### src/rtl/lathe_panel_conditioner.sv
// Operator-panel front end for the lathe spindle controller.
// Synchronises and debounces the panel inputs, decodes the AUTO/MAN selector,
// seals in RUN from momentary START/STOP and latches e-stop in FAULT.
// Optional jog support is built when LATHE_PANEL_JOG_EN is defined.
module lathe_panel_conditioner #(
  parameter int DEBOUNCE_CYCLES = 1_000_000,
  parameter int SYNC_STAGES     = 2
) (
  input  logic clk,
  input  logic rst_n,
  input  logic ena,
  input  logic start_btn,
  input  logic stop_btn,
  input  logic auto_sel,
  input  logic man_sel,
  input  logic estop_n,
  input  logic jog_btn,
  output logic start_o,
  output logic auto_o,
  output logic man_o,
  output logic mode_fault,
  output logic estop_active,
  output logic jog_active
);

  // Channel map: 0 start, 1 stop, 2 auto, 3 man, 4 estop_n, 5 jog (optional)
`ifdef LATHE_PANEL_JOG_EN
  localparam int NCH = 6;
`else
  localparam int NCH = 5;
`endif
  localparam int CW = (DEBOUNCE_CYCLES > 2) ? $clog2(DEBOUNCE_CYCLES) : 1;
  localparam logic [CW-1:0] CNT_MAX = CW'(DEBOUNCE_CYCLES - 1);

  localparam logic [1:0] ST_FAULT = 2'd0;
  localparam logic [1:0] ST_IDLE  = 2'd1;
  localparam logic [1:0] ST_RUN   = 2'd2;

  logic [NCH-1:0] raw;
`ifdef LATHE_PANEL_JOG_EN
  assign raw = {jog_btn, estop_n, man_sel, auto_sel, stop_btn, start_btn};
`else
  logic unused_jog;
  assign unused_jog = jog_btn;
  assign raw = {estop_n, man_sel, auto_sel, stop_btn, start_btn};
`endif

  logic [SYNC_STAGES-1:0][NCH-1:0] sync_q;
  logic [NCH-1:0]                  sync;
  logic [NCH-1:0][CW-1:0]          cnt_q, cnt_d;
  logic [NCH-1:0]                  db_q, db_d;

  assign sync = sync_q[SYNC_STAGES-1];

  // Synchroniser chain; keeps running regardless of ena
  always_ff @(posedge clk or negedge rst_n) begin
    if (!rst_n) begin
      sync_q <= '0;
    end else begin
      sync_q[0] <= raw;
      for (int i = 1; i < SYNC_STAGES; i++) sync_q[i] <= sync_q[i-1];
    end
  end

  // Debounce: count cycles of disagreement, adopt the new level at the limit
  always_comb begin
    cnt_d = cnt_q;
    db_d  = db_q;
    if (ena) begin
      for (int ch = 0; ch < NCH; ch++) begin
        if (sync[ch] == db_q[ch]) begin
          cnt_d[ch] = '0;
        end else if (cnt_q[ch] == CNT_MAX) begin
          db_d[ch]  = sync[ch];
          cnt_d[ch] = '0;
        end else begin
          cnt_d[ch] = cnt_q[ch] + CW'(1);
        end
      end
    end
  end

  // Debounce state registers; estop_n resets to 0 so the block starts in FAULT
  always_ff @(posedge clk or negedge rst_n) begin
    if (!rst_n) begin
      cnt_q <= '0;
      db_q  <= '0;
    end else begin
      cnt_q <= cnt_d;
      db_q  <= db_d;
    end
  end

  logic db_start, db_stop, db_auto, db_man, db_estop, db_jog, mode_valid;
  assign db_start   = db_q[0];
  assign db_stop    = db_q[1];
  assign db_auto    = db_q[2];
  assign db_man     = db_q[3];
  assign db_estop   = db_q[4];
`ifdef LATHE_PANEL_JOG_EN
  assign db_jog     = db_q[5];
`else
  assign db_jog     = 1'b0;
`endif
  assign mode_valid = db_auto ^ db_man;

  logic [1:0] state_q, state_d;
  logic       lat_auto_q, lat_auto_d;
  logic       prev_start_q, prev_start_d;
  logic       start_q, start_d, jog_q, jog_d;
  logic       auto_q, auto_d, man_q, man_d, mf_q, mf_d, estop_q, estop_d;

  // Mode decode and FAULT/IDLE/RUN sequencing; raw-synchronised e-stop wins over all
  always_comb begin
    state_d      = state_q;
    lat_auto_d   = lat_auto_q;
    prev_start_d = prev_start_q;
    start_d      = start_q;
    jog_d        = jog_q;
    auto_d       = auto_q;
    man_d        = man_q;
    mf_d         = mf_q;
    if (ena) begin
      prev_start_d = db_start;
      auto_d       = db_auto & ~db_man;
      man_d        = db_man & ~db_auto;
      mf_d         = db_auto & db_man;
      case (state_q)
        ST_FAULT: if (db_estop && !db_start) state_d = ST_IDLE;
        ST_IDLE: begin
          // start edge failing any condition is dropped, never queued
          if (db_start && !prev_start_q && mode_valid && !db_stop && db_estop) begin
            state_d    = ST_RUN;
            lat_auto_d = db_auto;
          end
        end
        ST_RUN: if (db_stop || !mode_valid || (db_auto != lat_auto_q)) state_d = ST_IDLE;
        default: state_d = ST_FAULT;
      endcase
      jog_d   = (state_q == ST_IDLE) && (state_d == ST_IDLE) && db_man && !db_auto &&
                db_jog && db_estop && !db_stop;
      start_d = (state_d == ST_RUN) || jog_d;
    end
    if (!sync[4]) begin
      state_d = ST_FAULT;
      start_d = 1'b0;
      jog_d   = 1'b0;
    end
    estop_d = (state_d == ST_FAULT);
  end

  // FSM and registered outputs
  always_ff @(posedge clk or negedge rst_n) begin
    if (!rst_n) begin
      state_q      <= ST_FAULT;
      lat_auto_q   <= 1'b0;
      prev_start_q <= 1'b0;
      start_q      <= 1'b0;
      jog_q        <= 1'b0;
      auto_q       <= 1'b0;
      man_q        <= 1'b0;
      mf_q         <= 1'b0;
      estop_q      <= 1'b1;
    end else begin
      state_q      <= state_d;
      lat_auto_q   <= lat_auto_d;
      prev_start_q <= prev_start_d;
      start_q      <= start_d;
      jog_q        <= jog_d;
      auto_q       <= auto_d;
      man_q        <= man_d;
      mf_q         <= mf_d;
      estop_q      <= estop_d;
    end
  end

  assign start_o      = start_q;
  assign auto_o       = auto_q;
  assign man_o        = man_q;
  assign mode_fault   = mf_q;
  assign estop_active = estop_q;
  assign jog_active   = jog_q;

endmodule

### config.mk
export PLATFORM = sky130hd
export DESIGN_NAME = lathe_panel_conditioner
export DESIGN_NICKNAME = d
export VERILOG_FILES = /design/src/rtl/lathe_panel_conditioner.sv
export SDC_FILE = /design/constraint.sdc
export NUM_CORES = 1
export LEC_CHECK = 0
export CAP_MARGIN = 25
export CORE_MARGIN = 8
export CORE_UTILIZATION = 37
export DETAILED_ROUTE_END_ITERATION = 16
export DONT_BUFFER_PORTS = 1
export GPL_TIMING_DRIVEN = 0
export HOLD_SLACK_MARGIN = 0.03
export SLEW_MARGIN = 20
export SYNTH_ARGS = -nofsm -noshare
export SYNTH_HDL_FRONTEND = slang
export SYNTH_SLANG_ARGS = --single-unit
### constraint.sdc
create_clock -name clk -period 1.9 [get_ports clk]
set_input_delay 0.57 -clock clk [delete_from_list [all_inputs] [get_ports clk]]
set_output_delay 0.57 -clock clk [all_outputs]
set_load 0.05 [all_outputs]
==> results of run 1 <==
-- how the worst min path moves through the flow --
stage | cells past startpoint | to | slack, ns
floorplan | 0 | auto_o | 0.27
global placement | 0 | cnt_q[10] | 0.28
detailed placement | 0 | cnt_q[11] | 0.28
CTS | 0 | cnt_q[5] | -0.17
global route | 0 | cnt_q[13] | -0.18
finish | 0 | cnt_q[12] | -0.16
-- synthesized netlist by cell type (4+ instances only) --
cell and number:
nor4_1 22, a31oi_1 30, xnor2_1 5, nor2b_1 7, o21a_1 6, xor2_1 4, nand2_1 63, a21o_1 10
nand2b_1 14, buf_2 4, dfrtp_1 123, nand3_1 40, clkbuf_1 28, and4_1 9, ha_1 8, mux2i_1 8
o21ai_1 9, or4_1 4, nor3_1 21, mux2_2 10, o31ai_1 9, nand4_1 17, a41oi_1 8, or3_1 9
and2_1 9, o2bb2ai_1 13, nor2_1 37, inv_1 24, a21oi_1 38, a22o_1 17, and3_1 13, o21bai_1 4
o21ai_0 50
-- registers in the layout, summed over array words and instances (netlist names) --
register	cells
estop_active	1
lat_auto_q	1
man_o	1
state_q	2
sync	5
start_o	1
db_q	5
mode_fault	1
auto_o	1
cnt_q	100
prev_start_q	1
sync_q	5
-- logic make-up after synthesis --
kind of cell / after synthesis / synth area share [%]
adders and majority gates: 8 / 1.492
xor gates and xnor gates: 9 / 1.175
DFF: 124 / 46.26
and+or+nand+nor: 287 / 23.55
buffers and inverters: 60 / 3.599
AOI/OAI and AO/OA: 214 / 20.83
other: 1 / 0.05589
muxes: 19 / 3.039
-- power breakdown --
part / total, mW / internal, mW / switching, mW
Combinational: 0.629 / 0.287 / 0.343
Sequential: 2.86 / 2.74 / 0.121
Clock: 3.06 / 1.83 / 1.24
Total: 6.55 / 4.85 / 1.70
-- cells in the final DEF, fill, tap and decap left out, types with 8 or more instances in the layout --
master | Yosys | layout
dfrtp_1 | 123 | 110
nand2_1 | 63 | 60
buf_4 | 1 | 55
o21ai_0 | 50 | 40
nor2_1 | 37 | 34
nand3_1 | 40 | 32
a31oi_1 | 30 | 30
a21oi_1 | 38 | 28
inv_1 | 24 | 24
clkbuf_16 | 0 | 18
nand4_1 | 17 | 17
a22o_1 | 17 | 17
nor3_1 | 21 | 17
nand2b_1 | 14 | 14
and3_1 | 13 | 13
dfrtp_2 | 0 | 13
clkbuf_2 | 0 | 12
o21ai_2 | 0 | 12
nor4_1 | 22 | 12
a21o_1 | 10 | 9
and2_1 | 9 | 8
mux2i_1 | 8 | 8
a21oi_2 | 0 | 8
mux2_2 | 10 | 8
-- worst max-delay path, cell delays in order, from the launching register on --
cell     delay [ns]
dfrtp_2        0.44
or4b_4         0.54
nor4_4         0.34
a21o_4         0.23
buf_8          0.15
nor2_4         0.03
mux2_4         0.24
-- per-stage QoR --
step | util [%] | power (mW) | worst slack [ns] | setup TNS [ns] | cell area [sq um]
after floorplan | - | 3.168 | -0.09682 | -0.1705 | 6733
after global placement | 39.21 | 3.298 | -1.086 | -55.15 | 7019
after detailed placement | 39.21 | 3.301 | -1.087 | -56.65 | 7019
after CTS | 45.95 | 6.523 | -0.1278 | -1.112 | 8227
after global routing | 48.46 | 6.823 | -0.2357 | -4.346 | 8675
final | 48.46 | 6.551 | -0.1859 | -2.170 | 8675
-- cell type report --
cell class / count / area (sq um) / area share, %
buffer: 27 / 195.2 / 2.250
clock buffer: 18 / 439.2 / 5.063
clock inverter: 14 / 121.4 / 1.399
inverter: 24 / 90.09 / 1.039
multi-input combinational: 538 / 3897 / 44.93
sequential: 124 / 3120 / 35.97
tap: 229 / 286.5 / 3.303
timing repair buffer: 62 / 524.3 / 6.044
-- layer usage --
layer | GRT usage [%] | vias up | wire, um
met4 | 7.125 | 0 | 391
li1 | - | 2868 | -
met1 | 22.72 | 3026 | 8762
met2 | 25.76 | 135 | 8928
met3 | 4.659 | 36 | 936
met5 | 0 | - | 0
-- what timing repair did --
action | 4_1_cts | 5_1_grt
endpoints found under the hold margin | 124 | 124
resized for setup | 92 | 73
buffers inserted | 33 | 25
pin swaps | 31 | 43
cloned | 2 | 3
endpoints found under the setup margin | 97 | 92
==> impl_metrics.ini, run 1 <==
[status]
status = complete, but fails checks
failed_checks = hold timing, setup timing

[logic_synthesis]
synth_seq_cells = 124
ys.flop_type = dfrtp_1
syn-num-nets = 739
synth_edf_count = 0
synth_top_area_share_pct = 45.87
ys_top_cells_by_area = dfrtp_1 (46%), o21ai_0 (3.7%), nand2_1 (3.5%), nand3_1 (3.0%), a21oi_1 (2.8%)
synth_seq_area_share_pct = 46.26
yosys.area.top_type = dfrtp_1
synth_area_sq_um = 6710
synth.avg_cell_area_sq_um = 9.294
netlist_instances = 722
yosys_warnings = 0
ys_types = 67
synthArstFlopShare_pct = 100.0

[clocking]
clk_latency_ns = 0.42
cts-buffers-inserted = 17
cts_tree = built
cts.htree.levels = 4
clk_pin_slew_worst_paths_ns = 0.06
cts.sinks = 124
root_buffer = clkbuf_16
clockBufferDepth = 2

[worst_setup_path]
regToRegSetupSlack_ns = -0.19
crit_path_end_kind = flop
cp-startpoint = cnt_q[90]
critPathRequiredTime_ns = 2.21
rr_endpoint = cnt_q[80]
path_max_fanout = 5
crit_end = cnt_q[80]
rr_worst_depth = 6
worstSetupStartpointType = flop
r2r_start = cnt_q[90]
worst_ep_arrival_time_ns = 2.39
path_class = reg2reg

[placement]
portBuffers = 0
gp_congestion = 0.8322
hpwlAfterDp_um = 11180
dp.cells = 951

[flow_run]
max-cap-violations = 0

[timing]
setup_viol = 27
fin_ws_ns = -0.1859
tightest_slew_ns = 0.8493
period_needed_ns = 2.086
hold_viol_final = 123
whs_ns = -0.1562
finClkSkew_ns = 0.005900
fin_crit_sh_pct = 109.8
slew_viol_final = 0
rsz0062_at_grt = true
maxSlewHeadroom_pct = 42.98
fmax_ghz = 0.4794

[final_layout]
antennaDiodeCount = 0
nFillCells = 1642
final_cells = 1036
fin_nets = 811
drive_gt1_share_pct = 28.75
synthToLayoutAreaGrowth_pct = 29.27

[drt]
vias = 6065
drt_iter0_markers = 464
drtPass1Iterations = 5
wire_per_inst_um = 18.36
ant_nets = 0
viasPerCell = 5.854
wirelength_um = 19020
drc = 0

[die]
dieArea_sq_um = 22700
fp.dieW_um = 150.7
core-area_sq_um = 17900
initial_core_util_pct = 37.48
num_rows = 49
io_pins = 15
die_y_um = 150.7

[global_route]
overflow = 0
grt_max_degree = 125
grt_pass1_wl_um = 30480
track_usage_pct = 17.10
grt_pass1_vias = 5766
antenna_found_initial = 0

[pwr]
peakVddDrop_v = 0.0007095
pwr_density_cell_nw_per_um2 = 755.2
p_leak_nw = 3.589

[worst_hold_path]
hp-class = in2async
No activity file was read; power rests on OpenSTA's default activity.
==> run 2, diff against run 1 <==
--- a/config.mk
+++ b/config.mk
@@ -6,4 +6,5 @@
 export NUM_CORES = 1
 export LEC_CHECK = 0
+export ABC_CLOCK_PERIOD_IN_PS = 1900
 export CAP_MARGIN = 25
 export CORE_MARGIN = 8
==> constraint.sdc (replaced) <==
create_clock -name clk -period 1.9 [get_ports clk]
set_input_delay 0.38 -clock clk [delete_from_list [all_inputs] [get_ports clk]]
set_output_delay 0.38 -clock clk [all_outputs]
set_load 0.05 [all_outputs]
==> run 2 against run 1 <==
  * The run still ends with hold timing, setup timing left
  * Final cell count is 0.68% higher
  * Register-to-register slack better by 0.03 ns
  * Power is 3.9% higher
  * Clock power is 7.8% higher
  * Worst setup slack better by 0.026 ns
  * First-iteration DRC count is 25% lower
  * Count of clock-buffer cells in the layout is 6 higher
==> impl_metrics.ini, run 2 (synthesized netlist as in run 1, its figures left out) <==
[status]
status = complete, but fails checks
failed_checks = hold timing, setup timing

[worst_setup_path]
r2r_start = cnt_q[95]
critPathRequiredTime_ns = 2.20
rr_endpoint = cnt_q[92]
worst-path-buf-inv = 1
rr_worst_depth = 6
worst_ep_arrival_time_ns = 2.36
path_class = reg2reg
cpPeakStageDelay_ns = 0.55
path_cells = or4b_4 -> nor4_4 -> a21o_2 -> buf_6 -> o21ai_2 -> a32o_1
path_max_fanout = 4
worstSetupStartpointType = flop
cp_slowest_cell = or4b_4
crit_path_end_kind = flop
regToRegSetupSlack_ns = -0.16
cp_top_family = simple AND/OR/NAND/NOR gates

[pwr]
power.share.switching_pct = 24.22
p_int_mw = 5.159
p_comb_share_pct = 9.4
p_switching_mw = 1.649
clock_power_share_pct = 48.5
p_leak_nw = 3.582
peakVddDrop_v = 0.0006777
pwr_density_cell_nw_per_um2 = 777.3
seqPwrFrac_pct = 42.1

[final_layout]
layout_commonest_cell = dfrtp_1
drive_gt1_share_pct = 27.40
largest_reg_flops = 100
synthToLayoutAreaGrowth_pct = 30.52
nFillCells = 1654
mostFrequentLayoutCells = dfrtp_1 (113), nand2_1 (59), buf_4 (54)
regMostFlops = cnt_q
antennaDiodeCount = 0
fin_nets = 818

[clocking]
root_buffer = clkbuf_16
clk_pin_slew_worst_paths_ns = 0.06
cts.htree.levels = 4
cts.sinks = 124
clk_latency_ns = 0.43
cts_hold_buf = 5
cts-buffers-inserted = 17
clockBufferDepth = 2
cts_tree = built

[timing]
hold_viol_final = 124
slew_viol_final = 0
setup_viol = 16
fin_crit_sh_pct = 108.4
fin_tns_setup_ns = -1.146
fmax_ghz = 0.4855
fin_ws_ns = -0.1598
tightest_slew_ns = 0.8266
finClkSkew_ns = 0.009014
period_needed_ns = 2.060
whs_ns = -0.3481
maxSlewHeadroom_pct = 44.89
rsz0062_at_grt = true

[placement]
gp_congestion = 0.8198
portBuffers = 0
hpwlAfterDp_um = 11250

[die]
num_rows = 49
die_y_um = 150.7
io_pins = 15
initial_core_util_pct = 37.48
dieArea_sq_um = 22700
core-area_sq_um = 17900
fp.dieW_um = 150.7

[global_route]
top_usage_layer = met2
met1_usage_pct = 22.35
grtUsageMet3_pct = 4.298
track_usage_pct = 16.81
grt_pass1_wl_um = 30040
use_met2_pct = 26.12
antenna_found_initial = 0
grt_max_degree = 125
grt_pass1_vias = 5822
overflow = 0

[drt]
wire_per_inst_um = 18.37
wirelength_um = 19160
viasPerCell = 5.828
vias = 6079
drtPass1Iterations = 5
ant_nets = 0
drt_iter0_markers = 348
drc = 0

[worst_hold_path]
hp-class = in2async

[flow_run]
max-cap-violations = 0
-- run 2: cell types whose count changed in the layout (fill, tap and decap cells not counted), moves of 3 or more --
cell / change
a21oi_2: +3
buf_6: +6
clkbuf_1: +8
clkbuf_2: -4
clkinvlp_4: -5
dfrtp_1: +3
dfrtp_2: -3
dlygate4sd3_1: +5
o2bb2ai_1: +3
o2bb2ai_2: -4
-- run 2: final cells by class --
type / count / area, sq um / area share (%)
multi-input cells: 538 / 3906 / 44.60
inverters: 24 / 90.09 / 1.029
clock inverters: 8 / 117.6 / 1.343
repair buffers: 68 / 579.3 / 6.614
plain buffers: 28 / 190.2 / 2.171
flip-flops and latches: 124 / 3117 / 35.59
well taps: 229 / 286.5 / 3.271
clock buffers: 24 / 471.7 / 5.386
-- run 2: worst max-delay path by stage --
stage,from,to,slack (ns),cells after the start
after global placement,ena,cnt_q[11],-1.08,5
after detailed placement,ena,cnt_q[11],-1.02,5
after floorplan,cnt_q[90],cnt_q[80],-0.1,6
after global routing,cnt_q[95],cnt_q[92],-0.22,6
after CTS,cnt_q[92],cnt_q[80],-0.12,6
final,cnt_q[95],cnt_q[92],-0.16,6
-- run 2: what timing repair did --
action                     4_1_cts  5_1_grt
buffers inserted                32       25
pin swaps                       34       40
hold endpoints to repair       129      124
gates cloned                     2        4
setup endpoints to repair       99       93
gates resized for setup         85       80
-- run 2: power by group through the flow --
stage	sequential, mW	clock [mW]	combinational [mW]
floorplan	2.87	0	0.294
global placement	2.90	0	0.393
CTS	2.85	3.36	0.541
detailed placement	2.91	0	0.400
finish	2.87	3.30	0.640
global route	2.88	3.49	0.698
-- run 2: metrics by stage --
stage | std cells | util (%) | area, sq um | power [mW] | setup slack, ns
3_5_place_dp | 951 | 39.23 | 7023 | 3.306 | -1.024
6_report | 1043 | 48.92 | 8758 | 6.808 | -0.1598
3_3_place_gp | 951 | 39.23 | 7023 | 3.298 | -1.078
5_1_grt | 1043 | 48.92 | 8758 | 7.068 | -0.2170
2_1_floorplan | 722 | - | 6736 | 3.168 | -0.09682
4_1_cts | 1017 | 45.91 | 8219 | 6.752 | -0.1237
-- run 2: routing by layer --
metal | routed length (um) | vias up
met5 | 0 | -
met4 | 431 | 0
met3 | 836 | 38
met2 | 8868 | 134
met1 | 9028 | 3029
li1 | - | 2878
-- run 2: worst reg2reg max path, cell delays in order, from the launching register on --
cell and delay [ns]:
dfrtp_1 0.38, or4b_4 0.55, nor4_4 0.30, a21o_2 0.25, buf_6 0.15, o21ai_2 0.07, a32o_1 0.26
==> run 3, diff against run 2 <==
- ABC_AREA: not set -> 1
- CAP_MARGIN: 25 -> not set
==> run 3 against run 2 <==
  * The run ends with hold timing left
  * Flip-flop and latch count stayed put
  * Synthesized cell count is 38% higher
  * Hold slack better by 0.013 ns
  * Fmax is 19% higher
  * Clock power is 7.3% higher
  * Design area is 5.2% lower
  * Sequential share of layout area is 1.8 points higher
  * Critical path type unchanged
  * Largest power group unchanged
==> impl_metrics.ini, run 3 <==
[status]
status = complete, but fails checks
failed_checks = hold timing

[flow_run]
max-cap-violations = 0

[timing]
rsz0062_at_grt = false
setup_viol = 0
maxSlewHeadroom_pct = 46.59
fmax_ghz = 0.5768
period_needed_ns = 1.734
slew_viol_final = 0
finClkSkew_ns = 0.005792
fin_ws_ns = 0.1662
fin_crit_sh_pct = 91.25
hold_viol_final = 124
tightest_slew_ns = 0.8011
fin_tns_setup_ns = 0
whs_ns = -0.3355

[final_layout]
design_area_sq_um = 8302
drive_gt1_share_pct = 11.36
largest_reg_flops = 100
layout_commonest_cell = nand2_1
regMostFlops = cnt_q
synthToLayoutAreaGrowth_pct = 14.04
fin_nets = 1034
mostFrequentLayoutCells = nand2_1 (326), dfrtp_1 (123), nor2_1 (117)
antennaDiodeCount = 0

[logic_synthesis]
yosys.area.top_type = dfrtp_1
synthArstFlopShare_pct = 100.0
synth_top_area_share_pct = 42.28
ys_top_cells_by_area = dfrtp_1 (42%), nand2_1 (17%), nand3_1 (6.5%), nor2_1 (6.0%), inv_1 (4.5%)
synth_seq_cells = 124
ys_types = 36
synth_area_sq_um = 7279
yosys_warnings = 0
synth_edf_count = 0
synth_common_cells = nand2_1 (326), dfrtp_1 (123), nor2_1 (117), nand3_1 (94), inv_1 (88)
synth_seq_area_share_pct = 42.64
syn-num-nets = 1010
netlist_instances = 993
yosysMostFrequentCell = nand2_1
synth.avg_cell_area_sq_um = 7.331
ys.flop_type = dfrtp_1

[worst_setup_path]
path_cells = inv_1 -> ha_1 -> nor2_1 -> nand2_1 -> nor2_1 -> nand2_1 -> nand3_1 -> nand3b_1 -> nand2_1 -> inv_1
r2r_start = db_q[2]
crit_path_end_kind = flop
cp-startpoint = db_q[2]
cp_slowest_cell = dfrtp_1
crit_path_frequent_cell = nand2_1
regToRegSetupSlack_ns = 0.17
crit_end = estop_active
path_class = reg2reg
worstSetupStartpointType = flop
rr_worst_depth = 10
rr_endpoint = estop_active
cpPeakStageDelay_ns = 0.46
path_max_fanout = 6
worst_ep_arrival_time_ns = 2.09
critPathRequiredTime_ns = 2.25

[die]
die_y_um = 156.3
fp.dieW_um = 156.3
initial_core_util_pct = 37.53
core-area_sq_um = 19400
dieArea_sq_um = 24420
io_pins = 15
num_rows = 51

[drt]
drc = 0
drtPass1Iterations = 4
wire_per_inst_um = 12.55
wirelength_um = 16250
drt_iter0_markers = 317
vias = 6132
ant_nets = 0
viasPerCell = 4.735

[clocking]
clockBufferDepth = 2
cts.htree.levels = 4
root_buffer = clkbuf_16
clk_latency_ns = 0.42
cts-buffers-inserted = 17
cts.sinks = 124
clk_pin_slew_worst_paths_ns = 0.06
cts_hold_buf = 5
post_cts_resized = 0
cts_tree = built
cts_setup_buffers = 0

[global_route]
overflow = 0
grt_pass1_vias = 5840
grt_pass1_wl_um = 28350
grt_max_degree = 125
track_usage_pct = 14.26
antenna_found_initial = 0

[placement]
hpwlAfterDp_um = 10940
dp_slack_ns = 0.1937
portBuffers = 0
gp_congestion = 0.8444
dpl_cell_area_sq_um = 7611

[pwr]
finalPower_mw = 6.716
peakVddDrop_v = 0.0006348
p_leak_nw = 3.587
pwr_density_cell_nw_per_um2 = 809.0

[worst_hold_path]
hp-class = in2async
-- run 3: cell types whose count changed after synthesis, moves of 19 or more --
cell | before | now
a21oi_1 | 38 | 4
a31oi_1 | 30 | 0
clkbuf_1 | 28 | 9
inv_1 | 24 | 88
nand2_1 | 63 | 326
nand3_1 | 40 | 94
nor2_1 | 37 | 117
nor4_1 | 22 | 0
o21ai_0 | 50 | 14
o21ai_1 | 9 | 29
xor2_1 | 4 | 32
-- run 3: cell families (layout without fill, tap and decap cells) --
kind of cell | after synthesis | count (layout) | share of synthesized area [%]
compound gates | 79 | 79 | 6.841
xor+xnor | 44 | 44 | 5.294
fa+ha+maj | 8 | 8 | 1.375
buf+inv | 124 | 161 | 7.116
flops | 124 | 124 | 42.64
other cells | 1 | 1 | 0.05151
simple gates | 613 | 613 | 36.68
-- run 3: routing by layer --
layer	routed length (um)	global-route usage, %	up-vias
met5	0	0	-
met4	167	3.844	0
met3	566	3.502	11
met2	7389	22.66	68
met1	8129	18.99	2846
li1	-	-	3207
-- run 3: metrics by stage --
step                cells  utilization [%]
finish               1295            42.80
global placement     1258            39.24
CTS                  1295            42.80
floorplan             993                -
detailed placement   1258            39.24
global route         1295            42.80
-- run 3: power by group --
| group | switching, mW | internal (mW) |
|---|---|---|
| clock network | 1.19 | 2.35 |
| logic | 0.221 | 0.125 |
| registers | 0.107 | 2.73 |
| total | 1.51 | 5.20 |
-- run 3: critical path, delay by kind of cell (launching register included) --
kind | cells | cell delay, ns
adder cells (fa/ha/maj) | 1 | 0.30
buffers and inverters | 2 | 0.14
flip-flops | 1 | 0.46
AND/OR/NAND/NOR | 7 | 0.76
-- run 3: worst min-delay path by stage --
stage	to	cells after the start
2_1_floorplan	auto_o	0
3_3_place_gp	cnt_q[36]	0
3_5_place_dp	cnt_q[36]	0
4_1_cts	cnt_q[53]	0
5_1_grt	cnt_q[13]	0
6_report	cnt_q[36]	0
-- run 3: final cells by class --
type	count	area [sq um]
Fill cell	1993	11100
Tap cell	265	331.6
Timing Repair Buffer	5	50.05
Inverter	101	379.1
Clock buffer	20	446.7
Sequential cell	124	3104
Clock inverter	12	193.9
Buffer	23	138.9
Multi-Input combinational cell	745	3657
